==> config.mk <==
export PLATFORM = sky130hd
export DESIGN_NAME = jtframe_mr_ddrld_flat
export DESIGN_NICKNAME = d
export VERILOG_FILES = /design/src/rtl/jtframe_mr_ddrld_if.sv /design/src/rtl/jtframe_mr_ddrld.sv /design/src/flat_wrapper.sv
export SDC_FILE = /design/constraint.sdc
export NUM_CORES = 2
export LEC_CHECK = 0
export BUFFER_PORTS_ARGS = -buffer_cell sky130_fd_sc_hd__buf_4
export CAP_MARGIN = 10
export CORE_ASPECT_RATIO = 0.75
export CORE_MARGIN = 2
export CORE_UTILIZATION = 40
export DETAILED_ROUTE_END_ITERATION = 16
export PLACE_DENSITY = 0.61
export SLEW_MARGIN = 10
export SYNTH_ARGS = -nofsm -noshare
export SYNTH_HDL_FRONTEND = slang
export SYNTH_SLANG_ARGS = --single-unit
export TNS_END_PERCENT = 30
==> constraint.sdc <==
create_clock -name clk -period 10.7 [get_ports clk]
set_input_delay 2.14 -clock clk [delete_from_list [all_inputs] [get_ports clk]]
set_output_delay 2.14 -clock clk [all_outputs]
set_load 0.005 [all_outputs]
==> src/rtl/jtframe_mr_ddrld_if.sv <==
// DDR read port and byte-wide prog stream of the DDR ROM loader, bundled for the loader and its peers.
// master = loader side (issues DDR reads, drives prog bytes); slave = DDR arbiter / SDRAM download side.
interface jtframe_mr_ddrld_if #(
  parameter int AW = 27
);
  logic [7:0]    ddrld_burstcnt;
  logic [28:0]   ddrld_addr;
  logic          ddrld_rd;
  logic [7:0]    ddrld_be;
  logic          ddr_busy;
  logic [63:0]   ddr_dout;
  logic          ddr_dout_ready;
  logic [AW-1:0] prog_addr;
  logic [7:0]    prog_data;
  logic          prog_we;
  logic          prog_rdy;

  modport master (
    output ddrld_burstcnt, ddrld_addr, ddrld_rd, ddrld_be,
    input  ddr_busy, ddr_dout, ddr_dout_ready,
    output prog_addr, prog_data, prog_we,
    input  prog_rdy
  );

  modport slave (
    input  ddrld_burstcnt, ddrld_addr, ddrld_rd, ddrld_be,
    output ddr_busy, ddr_dout, ddr_dout_ready,
    input  prog_addr, prog_data, prog_we,
    output prog_rdy
  );
endinterface

==> src/rtl/jtframe_mr_ddrld.sv <==
// Reads a ROM image from DDR in Avalon bursts and replays it as a little-endian byte stream on prog_*.
// First byte 2 cycles after the burst's last word; ddr_busy holds the request, prog_rdy low holds the byte.
module jtframe_mr_ddrld #(
  parameter int          BURST    = 32,
  parameter logic [28:0] DDR_BASE = 29'h0,
  parameter int          AW       = 27
)(
  input  logic          clk,
  input  logic          rst,
  input  logic          start,
  input  logic [AW-1:0] len,
  output logic          downloading,
  output logic          done,
  jtframe_mr_ddrld_if.master bus
);
  localparam int IW = (BURST > 1) ? $clog2(BURST) : 1;
  localparam int RW = AW - 2;

  localparam logic [2:0] IDLE  = 3'd0;
  localparam logic [2:0] REQ   = 3'd1;
  localparam logic [2:0] RECV  = 3'd2;
  localparam logic [2:0] DRAIN = 3'd3;
  localparam logic [2:0] FIN   = 3'd4;

  logic [2:0]    st;
  logic [RW-1:0] rw;
  logic [AW-1:0] rb;
  logic [7:0]    wcnt;
  logic [7:0]    rcnt;
  logic [2:0]    bsel;
  logic [63:0]   buffer [BURST];

  logic          rd;
  logic [7:0]    burstcnt;
  logic [28:0]   addr;
  logic [AW-1:0] paddr;
  logic [7:0]    pdata;
  logic          we;

  logic [RW-1:0] words;
  logic [2:0]    nbsel;
  logic [7:0]    nrcnt;
  logic [63:0]   nword;
  logic          last_in_burst;

  assign words = RW'(len[AW-1:3]) + RW'(|len[2:0]);

  // Index of the byte that follows the one currently presented on prog_data
  assign nbsel         = bsel + 3'd1;
  assign nrcnt         = (bsel == 3'd7) ? rcnt + 8'd1 : rcnt;
  assign nword         = buffer[nrcnt[IW-1:0]];
  assign last_in_burst = (bsel == 3'd7) && (rcnt == burstcnt - 8'd1);

  function automatic logic [7:0] burst_of(input logic [RW-1:0] n);
    if (n >= RW'(BURST)) return 8'(BURST);
    return 8'(n);
  endfunction

  always_ff @(posedge clk) begin
    if (!rst && st == RECV && bus.ddr_dout_ready)
      buffer[wcnt[IW-1:0]] <= bus.ddr_dout;
  end

  always_ff @(posedge clk) begin
    if (rst) begin
      st          <= IDLE;
      downloading <= 1'b0;
      done        <= 1'b0;
      rd          <= 1'b0;
      burstcnt    <= 8'd0;
      addr        <= 29'd0;
      paddr       <= '0;
      pdata       <= 8'd0;
      we          <= 1'b0;
      rw          <= '0;
      rb          <= '0;
      wcnt        <= 8'd0;
      rcnt        <= 8'd0;
      bsel        <= 3'd0;
    end else begin
      done <= 1'b0;
      case (st)
        IDLE: begin
          if (start) begin
            paddr <= '0;
            rb    <= len;
            rw    <= words;
            if (len == '0) begin
              done <= 1'b1;
            end else begin
              downloading <= 1'b1;
              addr        <= DDR_BASE;
              rd          <= 1'b1;
              burstcnt    <= burst_of(words);
              st          <= REQ;
            end
          end
        end
        REQ: begin
          if (!bus.ddr_busy) begin
            rd   <= 1'b0;
            wcnt <= 8'd0;
            st   <= RECV;
          end
        end
        RECV: begin
          if (bus.ddr_dout_ready) begin
            wcnt <= wcnt + 8'd1;
            if (wcnt + 8'd1 == burstcnt) begin
              st   <= DRAIN;
              rw   <= rw - RW'(burstcnt);
              addr <= addr + 29'(burstcnt);
              rcnt <= 8'd0;
              bsel <= 3'd0;
            end
          end
        end
        DRAIN: begin
          // One idle cycle on entry lets the last written word settle before it is read
          if (!we) begin
            pdata <= buffer[0][7:0];
            we    <= 1'b1;
          end else if (bus.prog_rdy) begin
            paddr <= paddr + AW'(1);
            rb    <= rb - AW'(1);
            bsel  <= nbsel;
            rcnt  <= nrcnt;
            pdata <= nword[{nbsel, 3'b000} +: 8];
            if (rb == AW'(1) || last_in_burst) begin
              we <= 1'b0;
              if (rw != '0) begin
                rd       <= 1'b1;
                burstcnt <= burst_of(rw);
                st       <= REQ;
              end else begin
                downloading <= 1'b0;
                done        <= 1'b1;
                st          <= FIN;
              end
            end
          end
        end
        FIN:     st <= IDLE;
        default: st <= IDLE;
      endcase
    end
  end

  assign bus.ddrld_rd       = rd;
  assign bus.ddrld_burstcnt = burstcnt;
  assign bus.ddrld_addr     = addr;
  assign bus.ddrld_be       = 8'hFF;
  assign bus.prog_addr      = paddr;
  assign bus.prog_data      = pdata;
  assign bus.prog_we        = we;
endmodule
==> src/flat_wrapper.sv <==
// flat-port wrapper written by rule: the top's interface ports become plain ports
module jtframe_mr_ddrld_flat 
#(
  parameter int          BURST    = 32,
  parameter logic [28:0] DDR_BASE = 29'h0,
  parameter int          AW       = 27
)
  (clk, rst, start, len, downloading, done, bus_ddrld_burstcnt, bus_ddrld_addr, bus_ddrld_rd, bus_ddrld_be, bus_ddr_busy, bus_ddr_dout, bus_ddr_dout_ready, bus_prog_addr, bus_prog_data, bus_prog_we, bus_prog_rdy);
  jtframe_mr_ddrld_if #(.AW(AW)) bus_i ();
  input  logic clk;
  input  logic rst;
  input  logic start;
  input  logic [AW-1:0] len;
  output logic downloading;
  output logic done;
  output wire logic [$bits(bus_i.ddrld_burstcnt)-1:0] bus_ddrld_burstcnt;
  output wire logic [$bits(bus_i.ddrld_addr)-1:0] bus_ddrld_addr;
  output wire logic [$bits(bus_i.ddrld_rd)-1:0] bus_ddrld_rd;
  output wire logic [$bits(bus_i.ddrld_be)-1:0] bus_ddrld_be;
  input wire logic [$bits(bus_i.ddr_busy)-1:0] bus_ddr_busy;
  input wire logic [$bits(bus_i.ddr_dout)-1:0] bus_ddr_dout;
  input wire logic [$bits(bus_i.ddr_dout_ready)-1:0] bus_ddr_dout_ready;
  output wire logic [$bits(bus_i.prog_addr)-1:0] bus_prog_addr;
  output wire logic [$bits(bus_i.prog_data)-1:0] bus_prog_data;
  output wire logic [$bits(bus_i.prog_we)-1:0] bus_prog_we;
  input wire logic [$bits(bus_i.prog_rdy)-1:0] bus_prog_rdy;
  assign bus_ddrld_burstcnt = bus_i.ddrld_burstcnt;
  assign bus_ddrld_addr = bus_i.ddrld_addr;
  assign bus_ddrld_rd = bus_i.ddrld_rd;
  assign bus_ddrld_be = bus_i.ddrld_be;
  assign bus_i.ddr_busy = bus_ddr_busy;
  assign bus_i.ddr_dout = bus_ddr_dout;
  assign bus_i.ddr_dout_ready = bus_ddr_dout_ready;
  assign bus_prog_addr = bus_i.prog_addr;
  assign bus_prog_data = bus_i.prog_data;
  assign bus_prog_we = bus_i.prog_we;
  assign bus_i.prog_rdy = bus_prog_rdy;
  jtframe_mr_ddrld #(.BURST(BURST), .DDR_BASE(DDR_BASE), .AW(AW)) u_core (.clk(clk), .rst(rst), .start(start), .len(len), .downloading(downloading), .done(done), .bus(bus_i));
endmodule
==> flow_metrics.env <==
export IMPL_outcome="completed"
export IMPL_syn2layout_area_growth_pct=12.72
export IMPL_placed_cell_area_um2=93550
export IMPL_power_switching_w=0.003713
export IMPL_syn_inst=5475
export IMPL_grt_total_usage_pct=23.44
export IMPL_grt_max_degree=118
export IMPL_timing_final_crit_share_pct=56.74
export IMPL_vias=53480
export IMPL_ant_nets=0
export IMPL_initial_core_util_pct=40.27
export IMPL_fmax_ghz=0.1647
export IMPL_ctsHoldBuffers=0
export IMPL_synth_area_um2=88670
export IMPL_ys_top_cells_by_area="edfxtp_1 (69%), mux4_2 (6.5%), mux2i_1 (4.0%)"
export IMPL_yosys_register_bits=2198
export IMPL_cpPeakStageDelay_ps=800
export IMPL_slew_viol_final=0
export IMPL_reg2reg_from="u_core.bsel[0]$_SDFFE_PP0P_"
export IMPL_ir_drop_mv=0.1248
export IMPL_overflow=0
export IMPL_clockPowerShare_pct=41.3
export IMPL_worst_setup_path_type="flip-flop to flip-flop"
export IMPL_r2r_end="u_core.bus.prog_data[3]$_SDFFE_PP0P_"
export IMPL_die_x_um=547.7
export IMPL_ys_seq_area_share_pct=72.74
export IMPL_dieArea_um2=225500
export IMPL_synth_top_cell_by_area="edfxtp_1"
export IMPL_placementRows=149
export IMPL_setup_viol=0
export IMPL_min_path_type="flip-flop to flip-flop"
export IMPL_final_area_um2=99950
export IMPL_antenna_found_initial=15
export IMPL_whs_path_depth=2
export IMPL_crit_path_top_delay_cell="ha_1"
export IMPL_reg2reg_depth=14
export IMPL_skew_ps=82.89
export IMPL_cp_max_fo=99
export IMPL_worstPathRequired_ps=11400
export IMPL_swShare_pct=21.48
export IMPL_crit_family="simple AND/OR/NAND/NOR gates"
export IMPL_final_setup_tns_ps=0
export IMPL_final_core_util_pct=45.40
export IMPL_power_w=0.01729
export IMPL_via_per_inst=6.108
export IMPL_grt_pass1_wl_um=380800
export IMPL_ctsHtreeMaxLevel=4
export IMPL_synth_edff_count=2048
export IMPL_min_period_ps=6071
export IMPL_grt_setup_unrepaired="false"
export IMPL_routedWlPerCell_um=30.91
export IMPL_clk_pin_slew_ps=70
export IMPL_cts_tree="built"
export IMPL_r2r_slack_ps=4630
export IMPL_async_reset_ff_share_pct=0
export IMPL_core_area_um2=220200
export IMPL_post_cts_resized=0
export IMPL_ioPinCount=181
export IMPL_hpwl_um=155400
export IMPL_die_h_um=411.8
export IMPL_endpoint_kind="flip-flop"
export IMPL_layout_drive_gt1_share_pct=15.62
export IMPL_worst_ep_arrival_time_ps=6770
export IMPL_final_nets=5775
export IMPL_cts_root_buf="clkbuf_16"
export IMPL_fin_cells=8755
export IMPL_drt_wl_total_um=270600
export IMPL_initialDrtViolationCount=8400
export IMPL_min_to="u_core.bsel[2]$_SDFFE_PP0P_"
export IMPL_worstSkewPairLatency_ps=880
export IMPL_p_comb_share_pct=3.8
export IMPL_synth_top_cell_area_share_pct=69.36
export IMPL_p_int_w=0.01357
export IMPL_cp_cell_sequence="buf_4 > ha_1 > ha_1 > nand4_1 > xnor2_2 > buf_12 > buf_4 > nand2_1 > nor4_1 > nor3_1 > a31oi_1 > a21oi_1 > a221oi_1 > nor3_1"
export IMPL_hold_viol_final=0
export IMPL_cts_setup_buffers=0
export IMPL_io_buffers=172
export IMPL_crit_buf_inv=3
export IMPL_avgSynthCellArea_um2=16.20
export IMPL_placedCellCount=8382
export IMPL_start_kind="flip-flop"
export IMPL_tightest_slew_ps=1450
export IMPL_clockBufferDepth=4
export IMPL_pwr_density_cell_nw_per_um2=173.0
export IMPL_holdCritStartpoint="u_core.bsel[2]$_SDFFE_PP0P_"
export IMPL_first_pass_iters=6
export IMPL_drc=0
export IMPL_p_leak_nw=34.16
export IMPL_seqPwrFrac_pct=54.9
export IMPL_routabilityCongestion=0.8577
export IMPL_ys_flop_type="edfxtp_1"
export IMPL_clock_sinks=2198
export IMPL_synth_distinct_cells=91
export IMPL_synth_warnings=0
export IMPL_cap_violations=0
export IMPL_numCtsBuffers=207
export IMPL_slew_headroom_pct=2.959
export IMPL_first_global_vias=49690
-- stage by stage --
stage / setup slack, ps / hold slack, ps
4_1_cts: 4683 / 474.1
6_report: 4629 / 476.4
5_1_grt: 4367 / 493.0
3_5_place_dp: 4711 / 465.2
3_3_place_gp: 4786 / 458.9
2_1_floorplan: 4720 / 444.6
-- cell usage after synthesis, types with 42 or more instances --
library cell / number
mux4_2: 256
dfxtp_1: 150
o22ai_1: 90
xnor2_1: 52
o221ai_1: 120
mux2i_1: 353
buf_1: 42
o21ai_0: 137
nand3_1: 100
nor3_1: 122
a21oi_1: 372
clkbuf_1: 149
buf_4: 55
nor2_1: 241
nand2_1: 468
nor4_1: 45
buf_2: 89
edfxtp_1: 2048
-- cells by family (layout without fill, tap and decap cells) --
group | after synthesis | in the layout | share of synthesized area (%)
other cells | 1 | 14 | 0.004229
fa+ha+maj | 31 | 31 | 0.4544
flops | 2198 | 2198 | 72.74
xor+xnor | 97 | 97 | 1.015
buf+inv | 381 | 704 | 2.014
simple gates | 1184 | 1184 | 6.231
compound gates | 973 | 973 | 7.040
mux | 610 | 610 | 10.50
-- layer usage --
metal  global-route usage [%]  wire length (um)
met3                    5.531             31690
met1                    35.52            115100
met2                    34.06            117400
met4                    5.418              6419
met5                        0                27
-- worst max path at each step --
stage	cells past startpoint	slack (ps)	to	start
6_report	14	4630	u_core.bus.prog_data[3]$_SDFFE_PP0P_	u_core.bsel[0]$_SDFFE_PP0P_
5_1_grt	14	4370	u_core.bus.prog_data[3]$_SDFFE_PP0P_	u_core.bsel[0]$_SDFFE_PP0P_
4_1_cts	13	4680	u_core.bus.prog_data[4]$_SDFFE_PP0P_	u_core.bsel[0]$_SDFFE_PP0P_
3_5_place_dp	13	4710	u_core.bus.prog_data[4]$_SDFFE_PP0P_	u_core.bsel[0]$_SDFFE_PP0P_
3_3_place_gp	13	4790	u_core.bus.prog_data[4]$_SDFFE_PP0P_	u_core.bsel[0]$_SDFFE_PP0P_
2_1_floorplan	5	4720	u_core.buffer[15][0]$_DFFE_PP_	bus_ddr_dout_ready
-- tightest hold or removal path: stages (launching register included) --
cell     delay, ps
dfxtp_1        310
nand3_1         60
a21oi_1         60
-- layout by cell type (no fill, tap or decap), types with 17 or more instances in the layout --
cell	n
a2111oi_0	31
a211oi_1	27
a21oi_1	370
a31oi_1	33
and3_1	35
buf_4	284
clkbuf_1	50
clkbuf_16	209
clkinv_1	42
clkinv_2	35
dfxtp_1	150
edfxtp_1	2048
ha_1	29
inv_1	41
mux2i_1	352
mux4_2	256
nand2_1	468
nand2b_1	17
nand3_1	100
nand4_1	29
nor2_1	205
nor2_4	33
nor3_1	118
nor4_1	45
o211ai_1	24
o21ai_0	135
o221ai_1	120
o22ai_1	90
or3_1	34
xnor2_1	50
xor2_1	37
-- power by group through the flow --
stage	logic [W]	registers (W)	clock network, W
floorplan	0.000353	0.00965	0
global placement	0.000637	0.00966	0
detailed placement	0.000652	0.00967	0
CTS	0.000654	0.00948	0.00723
global route	0.000716	0.00948	0.00755
finish	0.000660	0.00948	0.00714
-- state kept, by name (all words and copies together) (netlist names), 8 cells and up --
signal / cells
u_core.bus.ddrld_addr: 29
u_core.bus.prog_data: 8
u_core.rw: 25
u_core.rcnt: 8
u_core.bus.prog_addr: 27
u_core.bus.ddrld_burstcnt: 8
u_core.buffer: 2048
u_core.wcnt: 8
u_core.rb: 27
-- layout make-up --
cell class	instances	area, um^2
fill	18790	120200
sequential	2198	64500
multi-input combinational	2903	22840
clock buffer	262	5459
tap	2944	3684
timing repair buffer	296	2372
clock inverter	105	928.4
inverter	41	153.9
antenna	6	15.01
No activity file was read; power rests on OpenSTA's default activity.
